`config.mk`:
```
export PLATFORM = sky130hd
export DESIGN_NAME = shiftery_pipe_flat
export DESIGN_NICKNAME = d
export VERILOG_FILES = /design/src/rtl/shiftery_pipe_if.sv /design/src/rtl/shiftery_pipe.sv /design/src/flat_wrapper.sv
export SDC_FILE = /design/constraint.sdc
export NUM_CORES = 1
export LEC_CHECK = 0
export CAP_MARGIN = 20
export CORE_MARGIN = 3
export CORE_UTILIZATION = 43
export CTS_BUF_LIST = sky130_fd_sc_hd__clkbuf_4 sky130_fd_sc_hd__clkbuf_8
export DETAILED_ROUTE_END_ITERATION = 8
export SETUP_SLACK_MARGIN = 0.4
export SLEW_MARGIN = 20
export SYNTH_ARGS = -nofsm -noshare
export SYNTH_HDL_FRONTEND = slang
export SYNTH_SLANG_ARGS = --single-unit
```
`constraint.sdc`:
```
create_clock -name clk -period 2.3 [get_ports clk]
set_input_delay 0.46 -clock clk [delete_from_list [all_inputs] [get_ports clk]]
set_output_delay 0.46 -clock clk [all_outputs]
set_load 0.05 [all_outputs]
```
`src/rtl/shiftery_pipe_if.sv`:
```
// Handshake/data bundle for shiftery_pipe: sample input side and result output side.
// master = the environment driving samples and consuming results, slave = the shifter.
interface shiftery_pipe_if #(
    parameter int IN_W  = 20,
    parameter int EXP_W = 5,
    parameter int OUT_W = 23
);
    logic             in_valid;
    logic             in_ready;
    logic [IN_W-1:0]  y_f;
    logic [EXP_W-1:0] exp_ff;
    logic             out_valid;
    logic             out_ready;
    logic [OUT_W-1:0] ff;
    logic             out_range;

    modport master (
        output in_valid,
        output y_f,
        output exp_ff,
        output out_ready,
        input  in_ready,
        input  out_valid,
        input  ff,
        input  out_range
    );

    modport slave (
        input  in_valid,
        input  y_f,
        input  exp_ff,
        input  out_ready,
        output in_ready,
        output out_valid,
        output ff,
        output out_range
    );
endinterface

```
`src/rtl/shiftery_pipe.sv`:
```
// Pipelined exponent-driven barrel shifter: ff = y_f * 2^exp_ff with valid/ready flow control.
// Build option ROUNDING_RSHIFT_EN: right shifts round half-up instead of truncating.
module shiftery_pipe #(
    parameter int IN_W       = 20,
    parameter int EXP_W      = 5,
    parameter int MAX_LSHIFT = 3,
    parameter int MAX_RSHIFT = 12,
    parameter int OUT_W      = 23
) (
    input logic            clk,
    input logic            rst_n,
    shiftery_pipe_if.slave bus
);

    localparam int MAX_SH = (MAX_LSHIFT > MAX_RSHIFT) ? MAX_LSHIFT : MAX_RSHIFT;
    localparam int AMT_RAW = $clog2(MAX_SH + 1);
    localparam int AMT_W = (AMT_RAW < 2) ? 2 : AMT_RAW;
`ifdef ROUNDING_RSHIFT_EN
    localparam int GB = 1;
`else
    localparam int GB = 0;
`endif
    // One guard bit below the binary point carries y_f[n-1] out of a right shift.
    localparam int XW = OUT_W + GB;

    if (OUT_W < IN_W + MAX_LSHIFT) begin : g_width_check
        $error("shiftery_pipe: OUT_W must be >= IN_W + MAX_LSHIFT");
    end

    logic             stall;

    logic             s0_valid_q, s0_valid_d;
    logic [IN_W-1:0]  s0_y_q, s0_y_d;
    logic             s0_left_q, s0_left_d;
    logic [AMT_W-1:0] s0_amt_q, s0_amt_d;
    logic             s0_rng_q, s0_rng_d;

    logic             s1_valid_q, s1_valid_d;
    logic [XW-1:0]    s1_x_q, s1_x_d;
    logic             s1_left_q, s1_left_d;
    logic [1:0]       s1_amt_q, s1_amt_d;
    logic             s1_rng_q, s1_rng_d;

    logic             s2_valid_q, s2_valid_d;
    logic [XW-1:0]    s2_x_q, s2_x_d;
    logic             s2_rng_q, s2_rng_d;

    logic             out_valid_q, out_valid_d;
    logic [OUT_W-1:0] ff_q, ff_d;
    logic             out_range_q, out_range_d;

    int               exp_s;
    logic             dec_rng;
    logic             dec_left;
    logic [AMT_W-1:0] dec_amt;
    logic [AMT_W-1:0] coarse_amt;
    logic [XW-1:0]    s0_x;
    logic [OUT_W-1:0] result;

    assign stall        = out_valid_q & ~bus.out_ready;
    assign bus.in_ready = ~stall;

    always_comb begin
        exp_s    = int'($signed(bus.exp_ff));
        dec_rng  = (exp_s > MAX_LSHIFT) || (exp_s < -MAX_RSHIFT);
        dec_left = dec_rng || (exp_s >= 0);
        dec_amt  = '0;
        if (!dec_rng) begin
            dec_amt = (exp_s >= 0) ? AMT_W'(exp_s) : AMT_W'(-exp_s);
        end
    end

    always_comb begin
        s0_x       = XW'(s0_y_q) << GB;
        coarse_amt = s0_amt_q & ~AMT_W'(3);
        result     = OUT_W'(s2_x_q >> GB);
`ifdef ROUNDING_RSHIFT_EN
        // Guard bit is zero for left and out-of-range cases, so only right shifts round.
        result     = OUT_W'(s2_x_q >> GB) + OUT_W'(s2_x_q[0]);
`endif
    end

    always_comb begin
        s0_valid_d  = s0_valid_q;
        s0_y_d      = s0_y_q;
        s0_left_d   = s0_left_q;
        s0_amt_d    = s0_amt_q;
        s0_rng_d    = s0_rng_q;
        s1_valid_d  = s1_valid_q;
        s1_x_d      = s1_x_q;
        s1_left_d   = s1_left_q;
        s1_amt_d    = s1_amt_q;
        s1_rng_d    = s1_rng_q;
        s2_valid_d  = s2_valid_q;
        s2_x_d      = s2_x_q;
        s2_rng_d    = s2_rng_q;
        out_valid_d = out_valid_q;
        ff_d        = ff_q;
        out_range_d = out_range_q;

        if (!stall) begin
            s0_valid_d  = bus.in_valid;
            s0_y_d      = bus.y_f;
            s0_left_d   = dec_left;
            s0_amt_d    = dec_amt;
            s0_rng_d    = dec_rng;

            s1_valid_d  = s0_valid_q;
            s1_x_d      = s0_left_q ? (s0_x << coarse_amt) : (s0_x >> coarse_amt);
            s1_left_d   = s0_left_q;
            s1_amt_d    = s0_amt_q[1:0];
            s1_rng_d    = s0_rng_q;

            s2_valid_d  = s1_valid_q;
            s2_x_d      = s1_left_q ? (s1_x_q << s1_amt_q) : (s1_x_q >> s1_amt_q);
            s2_rng_d    = s1_rng_q;

            // Registered after the fine shift so the rounding adder gets its own cycle.
            out_valid_d = s2_valid_q;
            ff_d        = result;
            out_range_d = s2_rng_q;
        end
    end

    always_ff @(posedge clk) begin
        if (!rst_n) begin
            s0_valid_q  <= 1'b0;
            s0_y_q      <= '0;
            s0_left_q   <= 1'b0;
            s0_amt_q    <= '0;
            s0_rng_q    <= 1'b0;
            s1_valid_q  <= 1'b0;
            s1_x_q      <= '0;
            s1_left_q   <= 1'b0;
            s1_amt_q    <= '0;
            s1_rng_q    <= 1'b0;
            s2_valid_q  <= 1'b0;
            s2_x_q      <= '0;
            s2_rng_q    <= 1'b0;
            out_valid_q <= 1'b0;
            ff_q        <= '0;
            out_range_q <= 1'b0;
        end else begin
            s0_valid_q  <= s0_valid_d;
            s0_y_q      <= s0_y_d;
            s0_left_q   <= s0_left_d;
            s0_amt_q    <= s0_amt_d;
            s0_rng_q    <= s0_rng_d;
            s1_valid_q  <= s1_valid_d;
            s1_x_q      <= s1_x_d;
            s1_left_q   <= s1_left_d;
            s1_amt_q    <= s1_amt_d;
            s1_rng_q    <= s1_rng_d;
            s2_valid_q  <= s2_valid_d;
            s2_x_q      <= s2_x_d;
            s2_rng_q    <= s2_rng_d;
            out_valid_q <= out_valid_d;
            ff_q        <= ff_d;
            out_range_q <= out_range_d;
        end
    end

    assign bus.out_valid = out_valid_q;
    assign bus.ff        = ff_q;
    assign bus.out_range = out_range_q;

endmodule
```
`src/flat_wrapper.sv`:
```
// flat-port wrapper written by rule: the top's interface ports become plain ports
module shiftery_pipe_flat 
#(
    parameter int IN_W       = 20,
    parameter int EXP_W      = 5,
    parameter int MAX_LSHIFT = 3,
    parameter int MAX_RSHIFT = 12,
    parameter int OUT_W      = 23
)
  (clk, rst_n, bus_in_valid, bus_y_f, bus_exp_ff, bus_out_ready, bus_in_ready, bus_out_valid, bus_ff, bus_out_range);
  shiftery_pipe_if #(.IN_W(IN_W), .EXP_W(EXP_W), .OUT_W(OUT_W)) bus_i ();
  input logic clk;
  input logic rst_n;
  input wire logic [$bits(bus_i.in_valid)-1:0] bus_in_valid;
  input wire logic [$bits(bus_i.y_f)-1:0] bus_y_f;
  input wire logic [$bits(bus_i.exp_ff)-1:0] bus_exp_ff;
  input wire logic [$bits(bus_i.out_ready)-1:0] bus_out_ready;
  output wire logic [$bits(bus_i.in_ready)-1:0] bus_in_ready;
  output wire logic [$bits(bus_i.out_valid)-1:0] bus_out_valid;
  output wire logic [$bits(bus_i.ff)-1:0] bus_ff;
  output wire logic [$bits(bus_i.out_range)-1:0] bus_out_range;
  assign bus_i.in_valid = bus_in_valid;
  assign bus_i.y_f = bus_y_f;
  assign bus_i.exp_ff = bus_exp_ff;
  assign bus_i.out_ready = bus_out_ready;
  assign bus_in_ready = bus_i.in_ready;
  assign bus_out_valid = bus_i.out_valid;
  assign bus_ff = bus_i.ff;
  assign bus_out_range = bus_i.out_range;
  shiftery_pipe #(.IN_W(IN_W), .EXP_W(EXP_W), .MAX_LSHIFT(MAX_LSHIFT), .MAX_RSHIFT(MAX_RSHIFT), .OUT_W(OUT_W)) u_core (.clk(clk), .rst_n(rst_n), .bus(bus_i));
endmodule
```
# After elaboration in Yosys (flattened, before gate mapping)

Index checks and enable logic that the tools add are counted.

Reductions and logical operators: 2
Mux-type cells: 4
Shift operators: 4
Magnitude comparators: 3
Add/subtract/negate cells: 1
Bitwise logic cells: 3

Operators by type and width:

| cell                                                                             | count |
|---|---|
| 23-bit 2-to-1 mux                                                                | 2 |
| 20-bit by 4-bit << shifter with 23-bit output                                    | 1 |
| 23-bit by 2-bit << shifter with 23-bit output                                    | 1 |
| 20-bit by 4-bit >> shifter with 23-bit output                                    | 1 |
| 23-bit by 2-bit >> shifter with 23-bit output                                    | 1 |
| 4-bit 2-to-1 mux                                                                 | 2 |
| 5-bit by 1-bit >= comparator with 1-bit output (second input constant)           | 1 |
| 5-bit by 3-bit greater-than comparator with 1-bit output (second input constant) | 1 |
| 5-bit < comparator (second input constant)                                       | 1 |
| 4-bit negation                                                                   | 1 |
| 1-bit logical OR                                                                 | 2 |
| 1-bit inverter                                                                   | 2 |
| 1-bit bitwise AND                                                                | 1 |

Input port bits: 29
Output and inout bits: 26
Register bits after elaboration: 105
Word-level logic and storage cells: 33

# Depth between registers and ports, before layout

Gate-level depths: netlist of run 1.

Depth in word-level cells: 3
Gate-level depth with buffers: 7
Mapped depth without buffers: 6

# Least setup slack after synthesis of run 1

Ideal clock, no wire load.

Path type: reg-to-output
Start: register u_core.out_valid_q, in the netlist u_core.bus.out_valid
End: output port bus_in_ready
Data required time: 1.840 ns
Arrival time: 1.368 ns
Path buffers: 2
Setup slack: 0.472 ns
Cell stages (with the launch flop): 5
Cells stage by stage: dfxtp_1 > nor2b_2 > inv_1 > buf_2 > buf_2

Cells in the longest elaborated chain, start to end: 2

Ends and longest elaborated chain:

| element                | line                 | text |
|---|---|---|
| start, declared        | shiftery_pipe.sv:48  | `logic out_valid_q, out_valid_d;` |
| start signal, assigned | shiftery_pipe.sv:157 | `out_valid_q <= out_valid_d;` |
| 1-bit bitwise AND      | shiftery_pipe.sv:60  | `assign stall = out_valid_q & ~bus.out_ready;` |
| 1-bit inverter         | shiftery_pipe.sv:61  | `assign bus.in_ready = ~stall;` |
| end, declared          | flat_wrapper.sv:18   | `output wire logic [$bits(bus_i.in_ready)-1:0] bus_in_ready;` |

Every way passes these cells.

# Final worst setup path of run 1

Start: input port bus_out_ready
End: output port bus_in_ready

Cells in the longest elaborated chain, start to end: 3

Ends and longest elaborated chain:

| element           | line                | text |
|---|---|---|
| start, declared   | flat_wrapper.sv:17  | `input wire logic [$bits(bus_i.out_ready)-1:0] bus_out_ready;` |
| 1-bit inverter    | shiftery_pipe.sv:60 |  |
| 1-bit bitwise AND | shiftery_pipe.sv:60 |  |
| 1-bit inverter    | shiftery_pipe.sv:61 |  |

Every way passes these cells.

==> results of run 1 <==
-- power by group --
group | internal (mW) | total [mW] | switching (mW)
clock network | 0.521 | 1.17 | 0.648
registers | 1.91 | 2.02 | 0.115
logic | 0.252 | 0.542 | 0.290
total | 2.68 | 3.73 | 1.05
-- worst max path at each step --
stage	from	to	slack, ns
4_1_cts	bus_out_ready	bus_in_ready	0.46
3_3_place_gp	bus_out_ready	u_core.result[21]	0.40
5_1_grt	bus_out_ready	bus_in_ready	0.43
2_1_floorplan	u_core.bus.out_valid	bus_in_ready	0.47
6_report	bus_out_ready	bus_in_ready	0.47
3_5_place_dp	bus_out_ready	u_core.result[21]	0.35
-- routing by layer --
layer / vias to the layer above / track usage
met3: 10 / 0.0432
li1: 2535 / -
met4: 0 / 0.0490
met1: 2287 / 0.263
met2: 108 / 0.314
met5: - / 0
-- worst register-to-register path, stage by stage, from the launching register on --
cell and delay, ns:
dfxtp_2 0.63, buf_12 0.28, mux2_4 0.32, a221oi_1 0.29
a21oi_1 0.10
-- state kept, by name, indices dropped and copies added, names as in the netlist, 2 cells and up --
signal,cells
u_core.result,23
u_core.s0_amt_q,4
u_core.s1_amt_q,2
u_core.bus.ff,23
u_core.s1_x_q,23
u_core.s0_y_q,20
-- area by class of cell --
type                       instances  area (um^2)  area share
clock buffer                      10          131      0.0201
clock inverter                     6         67.6      0.0104
tap                              172          215      0.0330
inverter                           5         18.8     0.00288
timing repair buffer              76          733       0.112
sequential                       105         2110       0.323
multi-input combinational        529         3250       0.499
-- cell families after synthesis --
family                     share of synthesized area
buffers and inverters                         0.0680
AOI/OAI and AO/OA                              0.243
adders and majority gates                    0.00436
and+or+nand+nor                                0.178
muxes                                          0.141
DFF                                            0.366
-- placed cells by master, fill, tap and decap left out, types with 3 or more instances in the layout --
cell	netlist	final
o31ai_1	3	3
inv_1	5	4
nor2b_1	6	6
buf_12	1	5
clkbuf_8	0	9
mux2_4	3	3
o21ai_0	51	51
a31oi_1	8	8
a311oi_1	3	3
a221oi_1	5	5
o221a_2	10	10
a21boi_0	54	54
nor2_1	50	50
dfxtp_2	0	3
mux2i_1	66	66
a211oi_1	15	15
o22a_1	3	3
nand3b_1	3	3
a21oi_1	28	28
o22ai_1	20	20
a22oi_1	3	3
buf_4	8	17
nand2b_1	15	15
nand3_1	6	6
clkdlybuf4s50_1	0	27
mux2_2	7	7
dfxtp_1	105	102
o21a_1	3	3
nand2_1	131	131
nor3_1	22	22
dlygate4sd2_1	0	25
-- timing repair --
action / in CTS / in global routing
setup endpoints to repair: 25 / 10
gates resized for setup: 25 / 2
hold buffers: 0 / 0
-- per-stage QoR --
stage,total power [mW],util,std cells,area (um^2)
finish,3.73,0.509,903,6530
detailed placement,2.61,0.495,887,6350
global placement,2.60,0.495,887,6350
floorplan,2.42,-,704,5740
CTS,3.78,0.508,903,6520
global route,3.91,0.509,903,6530
==> results.txt, run 1 <==
Dpl ws: 0.347 ns
Clk_skew: 0.0122 ns
Gate Count Post-Synth: 704
Hold Path End: u_core.bus.ff[11]
CTS tree: yes
Area share of the largest cell type after synthesis: 0.366
Post-Syn Nets: 735
Grt total ovfl: 0
Lkg Pwr: 2.25 nW
Initial Utilization: 0.448
Core area: 12800 um^2
Unique cell type count in the Yosys netlist: 43
First DRT Iteration DRCs: 296
Register area share after synthesis: 0.366
Rel. slew slack: 0.633
Post-synthesis async set-or-reset flop share: 0
DRT antenna net count: 0
Yosys reg bits: 105
Status: complete, no violations
Worst Setup End Kind: primary output
Routed vias: 4940
Synthesis Warnings: 0
Mean post-synth cell area: 8.15 um^2
Residual DRC count: 0
Wl on met1: 6700 um
Worst slew pin tran: 0.550 ns
Largest stage delay on the critical path: 0.44 ns
DRT Pass-1 Iters: 5
Min-delay src: u_core.bus.ff[11]
Cells on worst reg2reg path: 4
Via density: 5.47
Met2 WL: 6620 um
Period utilisation layout: 0.794
Kind of critical path: in2out
Total negative slack: 0 ns
Vias in the first global route: 4598
Worst R2R Start: u_core.s0_amt_q[2]
Crit path required time: 1.84 ns
First-pass GRT wire length: 23100 um
Most instantiated library cell after synthesis: nand2_1
Overall Global Routing Usage: 0.194
CTS Buffer Depth: 2
Slowest cell on crit path: clkdlybuf4s50_1
Fillers: 1311
Mapped cell area: 5740 um^2
Final Hold Fails: 0
Max-capacitance violation count: 0
Crit path DAT: 1.37 ns
Root Buffer: clkbuf_8
Port Buffers: 54
Predominant post-synthesis flop cell: dfxtp_1
CTS sink cnt: 105
Diodes inserted: 0
Area contributors post-synth: dfxtp_1 (37%), mux2i_1 (12%), nand2_1 (8.6%)
WL/cell: 15.5 um
Die ar.: 14800 um^2
Nets@finish: 757
H-tree depth: 3
Rows: 41
Critical path, cell by cell: clkdlybuf4s50_1 > nor2b_4 > inv_2 > buf_4
Number of flops mapped to enable cells by yosys: 0
# IOs: 55
HPWL Detailed: 9930 um
Kind of cell adding the most delay to the critical path: buffers and inverters
Layout area overhead: 13.7%
Final min period: 1.83 ns
Final wirelength: 14000 um
WHS: 0.458 ns
Clock slew at reported path FFs: 0.09 ns
CP Launch Type: primary input
Share of cells above drive strength 1: 0.0903
Die H: 122 um
Hold Path Cell Cnt: 2
Skew-Pair Late Insertion Delay: 0.39 ns
Largest net degree at the start of global routing: 56
Largest area contributor in the netlist: dfxtp_1
Final WS setup: 0.474 ns
Placer congestion estimate: 0.858
Critical R2R Capture: u_core.s1_x_q[11]
Slew Limit Fails: 0
Die width: 122 um
CTS buffer count: 9
Crit path buf inv count: 3
WL met3: 607 um
Pwr/cell area: 572 nW/um^2
Most common library cells after synthesis: nand2_1 (131), dfxtp_1 (105), mux2i_1 (66), a21boi_0 (54), o21ai_0 (51)
Worst Path Max Fanout: 5
Uppermost layer routed: met4
RSZ-0062 raised after global routing: no
Initial antenna violation count: 0
Instance count on the critical path: 4
F_max: 548 MHz
Flop-to-flop setup slack: 0.58 ns
Setup bufs post-CTS: 0
Peak supply drop: 0.339 mV
Worst Hold Class: reg2reg
Final setup viols: 0
Note: power is estimated with default switching activity, not from simulation.
==> inputs of run 2 (changes only) <==
--- a/config.mk
+++ b/config.mk
@@ -10,6 +10,7 @@
 export CORE_UTILIZATION = 43
 export CTS_BUF_LIST = sky130_fd_sc_hd__clkbuf_4 sky130_fd_sc_hd__clkbuf_8
 export DETAILED_ROUTE_END_ITERATION = 8
+export PLACE_DENSITY = 0.65
 export SETUP_SLACK_MARGIN = 0.4
 export SLEW_MARGIN = 20
 export SYNTH_ARGS = -nofsm -noshare
==> constraint.sdc (replaced) <==
create_clock -name clk -period 1.6 [get_ports clk]
set_input_delay 0.32 -clock clk [delete_from_list [all_inputs] [get_ports clk]]
set_output_delay 0.32 -clock clk [all_outputs]
set_load 0.05 [all_outputs]
==> results.txt, run 2 (synthesis gave the netlist of run 1 again) <==
Status: complete, no violations
CTS sink cnt: 105 (unchanged)
Most common cell after layout, fill and taps aside: nand2_1
Initial Utilization: 0.448 (unchanged)
Lkg Pwr: 3.09 nW (+37%)
DRT antenna net count: 0 (unchanged)
WL/cell: 18.2 um (+17%)
Die ar.: 14800 um^2 (unchanged)
RSZ-0062 raised after global routing: yes
CP Launch Type: register
Final setup viols: 0 (unchanged)
Min-delay src: rst_n
Rel. slew slack: 0.684 (+0.0513)
Placer congestion estimate: 0.874 (+1.8%)
Design Power: 5.89 mW (+58%)
Crit path DAT: 1.25 ns (-0.12 ns)
CTS Buffer Depth: 2 (unchanged)
Crit path required time: 1.28 ns (-0.56 ns)
Crit path buf inv count: 3 (unchanged)
Layout area overhead: 50.0%
Core area: 12800 um^2 (unchanged)
F_max: 639 MHz
Via density: 5.78 (+5.6%)
Flop-to-flop setup slack: 0.06 ns (-0.52 ns)
Hold Path Cell Cnt: 4 (+2)
Hold Path End: u_core.s1_x_q[8]
H-tree depth: 3 (unchanged)
Die width: 122 um (unchanged)
Pwr/cell area: 684 nW/um^2 (+19%)
Initial antenna violation count: 0 (unchanged)
Largest stage delay on the critical path: 0.35 ns (-0.09 ns)
Period utilisation layout: 0.978
First DRT Iteration DRCs: 500 (+69%)
Kind of critical path: reg2out
Worst Hold Class: in2reg
Slew Limit Fails: 0 (unchanged)
Dpl ws: -0.187 ns (-0.534 ns)
Grt total ovfl: 0 (unchanged)
Nets@finish: 851 (+12%)
Worst Setup End Kind: primary output
Final min period: 1.57 ns
CTS buffer count: 9 (unchanged)
Routed vias: 5758 (+17%)
Residual DRC count: 0 (unchanged)
Max-capacitance violation count: 0 (unchanged)
Critical R2R Capture: u_core.s1_x_q[2]
# IOs: 55 (unchanged)
Vias in the first global route: 5467 (+19%)
Cell mode on critical path: buf_12
Port Buffers: 54 (unchanged)
Final Hold Fails: 0 (unchanged)
Commonest non-fill, non-tap cells in the layout: nand2_1 (128), dfxtp_1 (74), buf_4 (58)
Worst slew pin tran: 0.473 ns (-0.0769 ns)
CTS tree: yes
Post-CTS Hold Fix Bufs: 0 (unchanged)
Share of cells above drive strength 1: 0.360 (+0.270)
Diodes inserted: 0 (unchanged)
Cells on worst reg2reg path: 6 (+2)
Final WS setup: 0.0349 ns (-0.439 ns)
Root Buffer: clkbuf_8
Clk_skew: 0.0159 ns (+0.00368 ns)
Slowest cell on crit path: dfxtp_4
Kind of cell adding the most delay to the critical path: flip-flops
Largest net degree at the start of global routing: 73 (+30%)
Clock slew at reported path FFs: 0.11 ns (+0.02 ns)
Worst R2R Start: u_core.bus.out_valid
DRT Pass-1 Iters: 5 (unchanged)
First-pass GRT wire length: 27500 um (+19%)
Peak supply drop: 0.366 mV (+7.9%)
Skew-Pair Late Insertion Delay: 0.39 ns (about the same)
Critical path, cell by cell: nor2b_4 > clkinv_4 > buf_12 > buf_12
HPWL Detailed: 10400 um (+5.1%)
Rows: 41 (unchanged)
Die H: 122 um (unchanged)
Worst Path Max Fanout: 2 (-3)
Overall Global Routing Usage: 0.234 (+0.0403)
Final wirelength: 18100 um (+29%)
==> run 2: final cells by class <==
cell class | count | area (um^2)
clock buffer | 11 | 151
clock inverter | 5 | 53.8
fill | 990 | 4210
inverter | 5 | 27.5
multi-input combinational | 529 | 3810
sequential | 105 | 2150
tap | 172 | 215
timing repair buffer | 170 | 2200
==> run 2: per-layer routing <==
metal | up-vias | wire length [um] | track usage
met1 | 2785 | 7530 | 0.303
met2 | 199 | 9260 | 0.394
met3 | 34 | 902 | 0.0330
met4 | 0 | 436 | 0.0924
li1 | 2740 | - | -
met5 | - | 0 | 0
==> run 2: how the worst max path moves through the flow <==
stage	start	endpoint	slack, ns	depth (start not counted)
3_3_place_gp	bus_out_ready	u_core.s1_x_q[10]	-0.22	5
6_report	u_core.bus.out_valid	bus_in_ready	0.03	4
2_1_floorplan	u_core.s0_amt_q[3]	u_core.s1_x_q[10]	0.30	5
5_1_grt	u_core.bus.out_valid	bus_in_ready	-0.02	4
3_5_place_dp	bus_out_ready	u_core.s1_x_q[10]	-0.19	5
4_1_cts	u_core.bus.out_valid	bus_in_ready	0.02	4
==> run 2: stage by stage <==
| stage | utilization | cell area [um^2] | hold slack, ns | TNS, ns | std cells |
|---|---|---|---|---|---|
| after floorplan | - | 5880 | 0.436 | 0 | 704 |
| after global placement | 0.526 | 6740 | 0.448 | -6.31 | 923 |
| after global routing | 0.672 | 8610 | 0.421 | -0.0158 | 997 |
| final | 0.672 | 8610 | 0.403 | 0 | 997 |
| after detailed placement | 0.526 | 6740 | 0.457 | -7.98 | 923 |
| after CTS | 0.614 | 7870 | 0.397 | 0 | 974 |
==> run 2: power by group <==
group,internal [mW],switching (mW)
clock,0.805,0.977
combinational,0.618,0.552
sequential,2.74,0.196
total,4.16,1.73
==> run 2: repair_timing <==
item	4_1_cts	5_1_grt
endpoints found under the setup margin	122	131
pin swaps	27	28
gates cloned	9	6
setup buffers	26	17
gates resized for setup	141	120
==> run 2: tightest hold or removal path: stages <==
cell     delay, ns
buf_2         0.12
buf_12        0.19
o21ai_2       0.09
a21oi_1       0.04
